===== config.mk =====
export PLATFORM = sky130hd
export DESIGN_NAME = fetch_unit
export DESIGN_NICKNAME = d
export VERILOG_FILES = /design/src/rtl/fetch_pkg.sv /design/src/rtl/ifid_reg.sv /design/src/rtl/fetch_unit.sv
export SDC_FILE = /design/constraint.sdc
export NUM_CORES = 1
export LEC_CHECK = 0
export ABC_AREA = 0
export CAP_MARGIN = 20
export CORE_MARGIN = 2
export CORE_UTILIZATION = 49
export DETAILED_ROUTE_END_ITERATION = 8
export PLACE_DENSITY_LB_ADDON = 0.3
export SLEW_MARGIN = 15
export SYNTH_ARGS = -nofsm -noshare
export SYNTH_HDL_FRONTEND = slang
export SYNTH_SLANG_ARGS = --single-unit

===== constraint.sdc =====
create_clock -name clk -period 4.7 [get_ports clk]
set_input_delay 0.47 -clock clk [delete_from_list [all_inputs] [get_ports clk]]
set_output_delay 0.47 -clock clk [all_outputs]
set_load 0.03 [all_outputs]

===== src/rtl/fetch_pkg.sv =====
// fetch_pkg: shared definitions for the instruction-fetch stage.
//   RESET_PC_DEFAULT : default PC loaded on reset
//   NOP_INSTR        : instruction word placed in IF/ID for a bubble
//   ifid_t           : packed IF/ID pipeline register contents
package fetch_pkg;

    localparam logic [31:0] RESET_PC_DEFAULT = 32'h0000_0000;
    localparam logic [31:0] NOP_INSTR        = 32'h0000_0000;

    typedef struct packed {
        logic        valid;
        logic [31:0] instr;
        logic [31:0] pc;
        logic [31:0] pcplus4;
    } ifid_t;

endpackage


===== src/rtl/ifid_reg.sv =====
// ifid_reg: IF/ID pipeline register with enable and synchronous clear.
//   clk   : rising-edge clock
//   i_en  : load i_d on this edge
//   i_clr : synchronous clear to all-zero, dominates i_en
//   i_d   : next contents
//   o_q   : registered contents
module ifid_reg
    import fetch_pkg::*;
#(
    parameter type T = ifid_t
) (
    input  logic clk,
    input  logic i_en,
    input  logic i_clr,
    input  T     i_d,
    output T     o_q
);

    T r_q;

    always_ff @(posedge clk) begin
        if (i_clr) begin
            r_q <= '0;
        end else if (i_en) begin
            r_q <= i_d;
        end
    end

    assign o_q = r_q;

endmodule


===== src/rtl/fetch_unit.sv =====
// fetch_unit: PC generation and IF/ID register of a 5-stage pipeline.
//   clk, reset          : clock, synchronous active-high reset
//   imem_a / imem_rd    : word address to / combinational data from imem
//   stall               : hold PC and IF/ID
//   flush               : squash IF/ID
//   redirect/redirect_pc: taken branch/jump and its target
//   pc_f                : current fetch PC
//   instr_d, pc_d, pcplus4_d, valid_d : IF/ID contents
//   misalign_err        : sticky, set by a redirect to a non-word address
//   fetch_count         : number of valid instructions loaded into IF/ID
module fetch_unit
    import fetch_pkg::*;
#(
    parameter logic [31:0] RESET_PC = RESET_PC_DEFAULT,
    parameter int unsigned ADDR_W   = 6
) (
    input  logic              clk,
    input  logic              reset,
    output logic [ADDR_W-1:0] imem_a,
    input  logic [31:0]       imem_rd,
    input  logic              stall,
    input  logic              flush,
    input  logic              redirect,
    input  logic [31:0]       redirect_pc,
    output logic [31:0]       pc_f,
    output logic [31:0]       instr_d,
    output logic [31:0]       pc_d,
    output logic [31:0]       pcplus4_d,
    output logic              valid_d,
    output logic              misalign_err,
    output logic [31:0]       fetch_count
);

    logic [31:0] r_pc;
    logic        r_misalign;
    logic [31:0] r_fetch_count;

    logic [31:0] w_pc_plus4;
    logic        w_squash;
    logic        w_load_valid;
    ifid_t       w_ifid_d;
    ifid_t       w_ifid_q;

    assign w_pc_plus4   = r_pc + 32'd4;
    assign w_squash     = flush | redirect;
    // A real instruction enters IF/ID only when not held and not squashed.
    assign w_load_valid = ~stall & ~w_squash;

    // PC register: redirect beats stall, so a taken branch still steers the PC
    // while decode is held.
    always_ff @(posedge clk) begin
        if (reset) begin
            r_pc <= RESET_PC;
        end else if (redirect) begin
            r_pc <= {redirect_pc[31:2], 2'b00};
        end else if (!stall) begin
            r_pc <= w_pc_plus4;
        end
    end

    always_ff @(posedge clk) begin
        if (reset) begin
            r_misalign <= 1'b0;
        end else if (redirect && (redirect_pc[1:0] != 2'b00)) begin
            r_misalign <= 1'b1;
        end
    end

    always_ff @(posedge clk) begin
        if (reset) begin
            r_fetch_count <= '0;
        end else if (w_load_valid) begin
            r_fetch_count <= r_fetch_count + 32'd1;
        end
    end

    // Bubble travels through the data path; the register's clear is reset only,
    // so stall (enable low) naturally outranks flush/redirect.
    always_comb begin
        w_ifid_d = '0;
        if (w_squash) begin
            w_ifid_d.valid   = 1'b0;
            w_ifid_d.instr   = NOP_INSTR;
            w_ifid_d.pc      = '0;
            w_ifid_d.pcplus4 = '0;
        end else begin
            w_ifid_d.valid   = 1'b1;
            w_ifid_d.instr   = imem_rd;
            w_ifid_d.pc      = r_pc;
            w_ifid_d.pcplus4 = w_pc_plus4;
        end
    end

    ifid_reg #(
        .T (ifid_t)
    ) u_ifid_reg (
        .clk   (clk),
        .i_en  (~stall),
        .i_clr (reset),
        .i_d   (w_ifid_d),
        .o_q   (w_ifid_q)
    );

    assign imem_a       = r_pc[ADDR_W+1:2];
    assign pc_f         = r_pc;
    assign instr_d      = w_ifid_q.instr;
    assign pc_d         = w_ifid_q.pc;
    assign pcplus4_d    = w_ifid_q.pcplus4;
    assign valid_d      = w_ifid_q.valid;
    assign misalign_err = r_misalign;
    assign fetch_count  = r_fetch_count;

endmodule


# Word level (Yosys, flattened, before mapping)
# Cells that the tools add are included.
op_classes:
  add_sub_neg: 2
  eq_ne: 1
  muxes: 3
  n_bitwise: 4
  n_reduce_logical: 3
ops:
  columns: ["operator", "count"]
  rows:
  - ["97-bit 2-to-1 mux", 1]
  - ["32-bit 2-to-1 mux", 2]
  - ["32-bit by 1-bit adder with 32-bit output (second input constant)", 1]
  - ["32-bit by 3-bit adder with 32-bit output (second input constant)", 1]
  - ["2-bit by 1-bit != test with 1-bit output (second input constant)", 1]
  - ["1-bit inverter", 2]
  - ["2-bit nonzero test", 1]
  - ["2-bit OR reduction", 1]
  - ["1-bit bitwise AND", 1]
  - ["1-bit logical AND", 1]
  - ["1-bit bitwise OR", 1]
totals:
  ff_bits: 162
  input_bits: 69

# Logic depth before layout (Yosys ltp)
# Gate-level depths: netlist (run 1).
depth:
  word_depth: 3
  ltp_mapped: 8
  depth_no_buf: 6

# By module
# Synthesis (run 1) repeated with hierarchy kept, for this count alone.
unflattened:
  cells_unflattened: 906
  hier_area_um2: 7902.6
by_module_without_submodules:
  columns: ["mod", "n_inst", "cells_per_inst", "area_each_um2", "seq_area_each_um2"]
  rows:
  - ["fetch_unit", 1, 593, 4466.8, 1261.2]
  - ["ifid_reg", 1, 313, 3435.8, 1941.9]

# Worst setup path after synthesis (run 1)
# OpenSTA, ideal clock, no wires.
synth_path:
  path_type: "register to register"
  start: "register r_pc[2], in the netlist pc_f[2]"
  end: "register u_ifid_reg.r_q (netlist bit u_ifid_reg.o_q[28])"
  arrival_time_ns: 2.170
  setup_slack_ns: 2.413
  stages_incl_launch_ff: 9
  period_less_slack_ns: 2.287
  cell_sequence: "dfxtp_1 ha_1 nand3_1 or4_1 buf_2 buf_6 nor2_1 xor2_1 a22o_1"
synth_via:
  elab_chain_len: 2
synth_rtl:
  columns: ["element", "line_no", "text"]
  rows:
  - ["start, declared", "fetch_unit.sv:34", "logic [31:0] r_pc;"]
  - ["start signal, assigned", "fetch_unit.sv:55", "r_pc <= {redirect_pc[31:2], 2'b00};"]
  - ["start signal, assigned", "fetch_unit.sv:57", "r_pc <= w_pc_plus4;"]
  - ["32-bit by 3-bit adder with 32-bit output", "fetch_unit.sv:44", "assign w_pc_plus4 = r_pc + 32'd4;"]
  - ["97-bit 2-to-1 mux", "fetch_unit.sv:81", "if (w_squash) begin"]
  - ["end signal, assigned", "ifid_reg.sv:25", "r_q <= i_d;"]
  - ["end, declared", "ifid_reg.sv:19", "T r_q;"]
# Every way passes these cells.
# A chain may end at the register's enable or synchronous reset.

# Final worst setup path (run 1)
layout_path:
  start: "input redirect"
  end: "register r_fetch_count[31], in the netlist fetch_count[31]"
layout_via:
  elab_chain_len: 3
layout_rtl:
  columns: ["element", "line_no", "text"]
  rows:
  - ["start, declared", "fetch_unit.sv:23", "input logic redirect,"]
  - ["1-bit bitwise OR", "fetch_unit.sv:45", "assign w_squash = flush | redirect;"]
  - ["1-bit inverter", "fetch_unit.sv:47", "assign w_load_valid = ~stall & ~w_squash;"]
  - ["1-bit bitwise AND", "fetch_unit.sv:47", null]
  - ["end signal, assigned", "fetch_unit.sv:73", "r_fetch_count <= r_fetch_count + 32'd1;"]
  - ["end, declared", "fetch_unit.sv:36", "logic [31:0] r_fetch_count;"]
# Every way passes these cells.

==> reports/qor.csv, run 1 <==
stage,metric,value,unit
outcome,status,finished clean,
synth,ys_warn_count,0,
synth,muxShareOfSynthArea,0.297,%
clock_tree,holdBufCountCts,0,
grt,grt_pass1_vias,5915,
synth,synth_top_family_by_area,simple AND/OR/NAND/NOR gates,
die,core-area,0.0133,mm²
sta,rsz0062_at_grt,false,
synth,synth_area_per_cell,8.86,µm²
synth,synthAdderAreaFrac,0.371,%
grt,grt_use_total,26.5,%
cells_and_area,seqCellArea,0.00312,mm²
routing,dr.pass1.iters,5,
hold_path,hold_end,u_ifid_reg.o_q[96],
sta,hold_ws,0.466,ns
placement,hpwlAfterDp,12800,µm
worst_setup_path,worst-path-buf-inv,1,
clock_tree,cts_tree,done,
placement,place.port_buffers,230,
flow_run,cap_violations,0,
clock_tree,cts_buffer_depth,2,
worst_setup_path,cp_top_family,simple AND/OR/NAND/NOR gates,
synth,synth_compound_area_share,15.3,%
sta,fmax,350,MHz
sta,tightestPinTransition,1.08,ns
worst_setup_path,crit_top_cell,or3_1,
synth,ys_top_cells_by_area,"dfxtp_1 46%, nor2_1 8.2%, a22oi_1 7.7%",
clock_tree,clock_latency,0.42,ns
worst_setup_path,crit_path_max_fanout,22,
routing,drc_errors,0,
clock_tree,htreeDepth,4,
grt,grt_pass1_wl,30700,µm
clock_tree,clkTransAtPathRegs,0.06,ns
synth,synth_top_cell_by_area,dfxtp_1,
die,die_width,121,µm
synth,ys_async_sr_fraction,0,%
synth,synthCells,761,
routing,drt-initial-drc-count,433,
sta,fin_crit_sh,60.7,%
worst_setup_path,cp_slowest_cell,clkdlybuf4s50_1,
worst_setup_path,r2r_cells,5,
worst_setup_path,r2r-end,pc_f[18],
routing,wl_per_cell,17.1,µm
cells_and_area,multi_input_area,0.00326,mm²
clock_tree,cts_resized,0,
worst_setup_path,cp.required,5.04,ns
synth,synthXorXnorAreaFrac,9.88,%
sta,fin_ws,1.85,ns
hold_path,hold_depth,2,
clock_tree,cts_root_buf,clkbuf_16,
worst_setup_path,endpoint_kind,register,
synth,synth-seq-area-share,46.3,%
die,start_util,50.5,%
synth,yosysUniqueCellTypes,45,
pwr,vdd_ir_drop_max,0.235,mV
grt,grt_max_degree,104,
cells_and_area,drive_above_1_share,5.35,%
die,chipHeight,121,µm
sta,slew_headroom,28.1,%
worst_setup_path,r2r-start,pc_f[2],
routing,dr_total_vias,6282,
clock_tree,cts_buffers,17,
synth,synth-seq-cells,156,
sta,final.setup.tns,0,ns
routing,viasPerCell,5.56,
pwr,power,3150,µW
hold_path,holdCritPathClass,reg2reg,
sta,worst_clock_skew,0.00514,ns
routing,drt-total-wl,19400,µm
placement,pre_cts_ws,1.41,ns
sta,timing.final.hold_violations,0,
synth,netlist_area,0.00674,mm²
cells_and_area,area_growth_syn_to_layout,41.8,%
die,dieArea,0.0147,mm²
die,io-pin-count,237,
pwr,p_per_area,330,mW/mm²
cells_and_area,nFillCells,1042,
worst_setup_path,critPathLaunchType,primary input,
cells_and_area,fin_util,71.6,%
synth,synthFlopType,dfxtp_1,
hold_path,hp-start,u_ifid_reg.o_q[96],
placement,gp_congestion,0.847,
worst_setup_path,path_cells,clkdlybuf4s50_1 > or3_1 > nor3_4 > nand3_1 > or3_1 > a21oi_1,
sta,drv_slew,0,
synth,synth_edf_count,0,
clock_tree,cts_setup_buffers,0,
worst_setup_path,ff2ff_setup_slack,1.95,ns
worst_setup_path,arrival,3.20,ns
synth,synth_simple_gate_area_share,22.2,%
clock_tree,clkSinkCount,156,
cells_and_area,antenna_cells,0,
grt,antenna_found_initial,0,
sta,period_minus_slack,2.85,ns
worst_setup_path,timing_worst_setup_path_type,in2reg,
grt,grt_overflow,0,
sta,setup_viol,0,
worst_setup_path,slowest_delay,0.82,ns
routing,ant_nets,0,
die,rows,42,
pwr,p_leak,0.00338,µW
cells_and_area,nets,1011,
synth,synth_top_area_share,46.3,%
[kinds of logic after synthesis]
kind of cell / count (synthesis)
AO/OA/AOI/OAI: 141
XOR/XNOR: 76
adder cells (fa/ha/maj): 2
buffers and inverters: 84
flip-flops: 156
multiplexers: 2
other: 1
AND/OR/NAND/NOR: 299
[worst max-delay path by stage]
stage	start	endpoint	cells after the start
finish	redirect	fetch_count[31]	6
floorplan	pc_f[2]	u_ifid_reg.o_q[28]	8
global placement	redirect	fetch_count[31]	6
CTS	redirect	fetch_count[31]	6
detailed placement	redirect	fetch_count[31]	6
global route	redirect	fetch_count[31]	6
[Yosys cell counts (all sizes together), types with 4 or more instances]
cell type    n
dfxtp      156
nor2       148
a22oi       69
clkbuf      58
xnor2       40
xor2        36
nand2       29
nand4       27
nand3       25
buf         22
a22o        21
nor3        17
a21oi       16
a211oi      15
and4        11
or3         10
o21ai        9
nor4         8
and2         6
and3         6
a2111oi      4
inv          4
nor2b        4
[stage by stage]
step / cells / area, µm²
finish: 1129 / 9560
global route: 1129 / 9560
CTS: 1129 / 9560
detailed placement: 1097 / 8960
global placement: 1097 / 8960
floorplan: 766 / 6760
[report_power, final]
group,total (µW),leakage [µW],internal (µW),switching [µW]
Sequential,1410,0.00127,1360,54.8
Combinational,344,0.00183,154,189
Clock,1400,0.000288,858,539
[layout by cell type, fill, tap and decap left out, types with 7 or more instances in the layout]
cell type        instances
clkdlybuf4s50_1        228
dfxtp_1                156
nor2_1                 148
a22oi_1                 69
xnor2_1                 40
xor2_1                  36
nand2_1                 29
nand3_1                 25
nand4_1                 25
a22o_1                  21
clkbuf_16               17
a21oi_1                 16
a211oi_1                15
and4_1                  11
or3_1                   10
nor3_1                  10
o21ai_0                  9
nor4_1                   7
buf_4                    7
[worst reg2reg max path, stage by stage, from the launching register on]
cell and delay (ns):
dfxtp_1 0.60, ha_1 0.30, nand3_1 0.16, or4_1 0.89, or3_1 0.45, a311oi_1 0.25
[registers in the layout, indices dropped and copies added, names as in the netlist]
signal and cells:
misalign_err 1, u_ifid_reg.o_q 93, pc_f 30, fetch_count 32
[cell type report]
cell class	instances	area share, %
flip-flops and latches	156	32.7
clock inverters	12	1.52
repair buffers	235	24.4
clock buffers	20	4.78
well taps	176	2.30
inverters	4	0.157
multi-input cells	526	34.1
[layer usage]
layer  vias to the layer above  wire length (µm)  GRT usage, %
met5                         -                 0             0
met4                         0               448          10.4
met3                        36              1620          9.30
met2                       242              9260          43.2
met1                      2982              8030          32.1
li1                       3022                 -             -
Power figures use the tool's default switching activity.
==> run 2: changes to the inputs <==
--- a/config.mk
+++ b/config.mk
@@ -8,7 +8,7 @@
 export ABC_AREA = 0
 export CAP_MARGIN = 20
 export CORE_MARGIN = 2
-export CORE_UTILIZATION = 49
+export CORE_UTILIZATION = 45
 export DETAILED_ROUTE_END_ITERATION = 8
 export PLACE_DENSITY_LB_ADDON = 0.3
 export SLEW_MARGIN = 15
==> constraint.sdc (replaced) <==
create_clock -name clk -period 2.81 [get_ports clk]
set_input_delay 0.281 -clock clk [delete_from_list [all_inputs] [get_ports clk]]
set_output_delay 0.281 -clock clk [all_outputs]
set_load 0.03 [all_outputs]
==> run 2 against run 1 <==
Clock skew increased by 0.0026 ns. First-iteration DRC count shrank 2.8%. Register-to-register slack worse by 1.6 ns. Critical path depth decreased by 1. Highest routed layer is now met5.
==> reports/qor.csv, run 2 (same netlist as run 1, synthesis figures left out) <==
stage,metric,value,unit,change
outcome,status,finished clean,,unchanged
routing,dr_total_vias,6240,,was 6282
die,start_util,46.2,%,was 50.5%
clock_tree,htreeDepth,4,,unchanged
clock_tree,cts_tree,done,,unchanged
flow_run,cap_violations,0,,unchanged
clock_tree,cts_resized,0,,unchanged
placement,place_area,0.00913,mm²,was 0.00896 mm²
cells_and_area,largest_reg_flops,93,,unchanged
routing,drt-total-wl,19300,µm,was 19400 µm
routing,ant_nets,0,,unchanged
die,chipHeight,126,µm,was 121 µm
pwr,p_per_area,548,mW/mm²,was 330 mW/mm²
clock_tree,clkSinkCount,156,,unchanged
placement,gp_congestion,0.844,,was 0.847
sta,timing.final.hold_violations,0,,unchanged
die,dieArea,0.0160,mm²,was 0.0147 mm²
worst_setup_path,endpoint_kind,register,,unchanged
worst_setup_path,critPathLaunchType,register,,was primary input
placement,hpwlAfterDp,13300,µm,was 12800 µm
clock_tree,clock_latency,0.43,ns,was 0.42 ns
sta,worst_clock_skew,0.00774,ns,was 0.00514 ns
cells_and_area,final_common_cell,clkdlybuf4s50_1,,unchanged
worst_setup_path,cp.required,3.13,ns,was 5.04 ns
worst_setup_path,arrival,2.76,ns,was 3.20 ns
sta,fmax,409,MHz,
worst_setup_path,ff2ff_setup_slack,0.37,ns,was 1.95 ns
placement,place.port_buffers,230,,unchanged
worst_setup_path,crit_path_max_fanout,14,,was 22
sta,final.setup.tns,0,ns,unchanged
grt,grt_max_degree,66,,was 104
sta,fin_crit_sh,87.0,%,
grt,grt_use_total,23.9,%,was 26.5%
cells_and_area,fin_area,0.00974,mm²,was 0.00956 mm²
hold_path,holdCritPathClass,in2reg,,was reg2reg
cells_and_area,antenna_cells,0,,unchanged
sta,rsz0062_at_grt,false,,unchanged
routing,viasPerCell,5.40,,was 5.56
sta,hold_ws,0.265,ns,was 0.466 ns
pwr,power,5330,µW,was 3150 µW
pwr,vdd_ir_drop_max,0.395,mV,was 0.235 mV
routing,dr.pass1.iters,5,,unchanged
cells_and_area,fin_util,66.7,%,was 71.6%
sta,tightestPinTransition,0.710,ns,was 1.08 ns
cells_and_area,multi_input_area,0.00326,mm²,unchanged
die,io-pin-count,237,,unchanged
grt,grt_pass1_wl,30900,µm,was 30700 µm
worst_setup_path,r2r-start,pc_f[6],,was pc_f[2]
clock_tree,cts_buffers,17,,unchanged
grt,grt_pass1_vias,5882,,was 5915
routing,drt-initial-drc-count,421,,was 433
routing,wl_per_cell,16.7,µm,was 17.1 µm
sta,setup_viol,0,,unchanged
cells_and_area,drive_above_1_share,7.21,%,was 5.35%
cells_and_area,final_cell_mix,"228 x clkdlybuf4s50_1, 156 x dfxtp_1, 148 x nor2_1, 69 x a22oi_1, 40 x xnor2_1",,unchanged
worst_setup_path,crit_end,u_ifid_reg.o_q[26],,was fetch_count[31]
clock_tree,cts_root_buf,clkbuf_16,,unchanged
grt,antenna_found_initial,1,,was 0
clock_tree,cts_setup_buffers,0,,unchanged
die,rows,44,,was 42
sta,drv_slew,0,,unchanged
clock_tree,cts_buffer_depth,2,,unchanged
clock_tree,holdBufCountCts,0,,unchanged
grt,grt_overflow,0,,unchanged
cells_and_area,nFillCells,1185,,was 1042
sta,period_minus_slack,2.44,ns,
routing,drc_errors,0,,unchanged
worst_setup_path,timing_worst_setup_path_type,reg2reg,,was in2reg
worst_setup_path,critPathLaunch,pc_f[6],,was redirect
cells_and_area,seqCellArea,0.00312,mm²,unchanged
clock_tree,clkTransAtPathRegs,0.06,ns,about the same
pwr,p_leak,0.00349,µW,was 0.00338 µW
cells_and_area,area_growth_syn_to_layout,44.5,%,was 41.8%
worst_setup_path,r2r-end,u_ifid_reg.o_q[26],,was pc_f[18]
worst_setup_path,r2r_cells,5,,unchanged
sta,slew_headroom,52.3,%,was 28.1%
die,die_width,126,µm,was 121 µm
die,core-area,0.0146,mm²,was 0.0133 mm²
cells_and_area,nets,1029,,was 1011
run 2: changes by cell type in the layout (fill, tap and decap cells not counted), sizes merged:
cell,delta
buf,+18
clkbuf,-2
clkinv,+2
clkinvlp,-2
inv,+2
run 2: how the worst min path moves through the flow:
stage | to | start | cells past startpoint | slack, ns
5_1_grt | u_ifid_reg.o_q[96] | stall | 3 | 0.30
6_report | u_ifid_reg.o_q[96] | stall | 3 | 0.27
4_1_cts | u_ifid_reg.o_q[96] | stall | 3 | 0.25
3_5_place_dp | misalign_err | misalign_err | 2 | 0.44
2_1_floorplan | pc_f[3] | redirect_pc[3] | 2 | 0.42
3_3_place_gp | misalign_err | misalign_err | 2 | 0.44
run 2: per-layer routing:
layer / vias up / global-route usage [%] / routed length [µm]
li1: 3045 / - / -
met1: 2915 / 30.6 / 8510
met2: 243 / 36.9 / 8560
met3: 35 / 8.98 / 1720
met4: 2 / 9.11 / 450
met5: - / 0 / 16
run 2: layout make-up:
type / instances / share of cell area (%)
Tap cell: 184 / 2.36
Timing Repair Buffer: 253 / 25.6
Multi-Input combinational cell: 526 / 33.5
Clock inverter: 14 / 1.73
Clock buffer: 18 / 4.51
Inverter: 4 / 0.154
Sequential cell: 156 / 32.1
run 2: where the power goes:
| group | switching (µW) | internal (µW) | total (µW) |
|---|---|---|---|
| combinational | 345 | 278 | 623 |
| sequential | 66.6 | 2270 | 2330 |
| clock | 953 | 1420 | 2380 |
run 2: through the flow:
step / worst slack (ns) / instances
after detailed placement: 0.426 / 1123
final: 0.366 / 1155
after CTS: 0.341 / 1155
after global placement: 0.458 / 1123
after floorplan: 0.523 / 766
after global routing: 0.209 / 1155
run 2: worst max-delay path, stage by stage, from the launching register on:
cell and delay [ns]:
dfxtp_1 0.53, nand4_4 0.22, or4_1 0.88, nor3_1 0.37
xor2_1 0.12, a22o_1 0.21
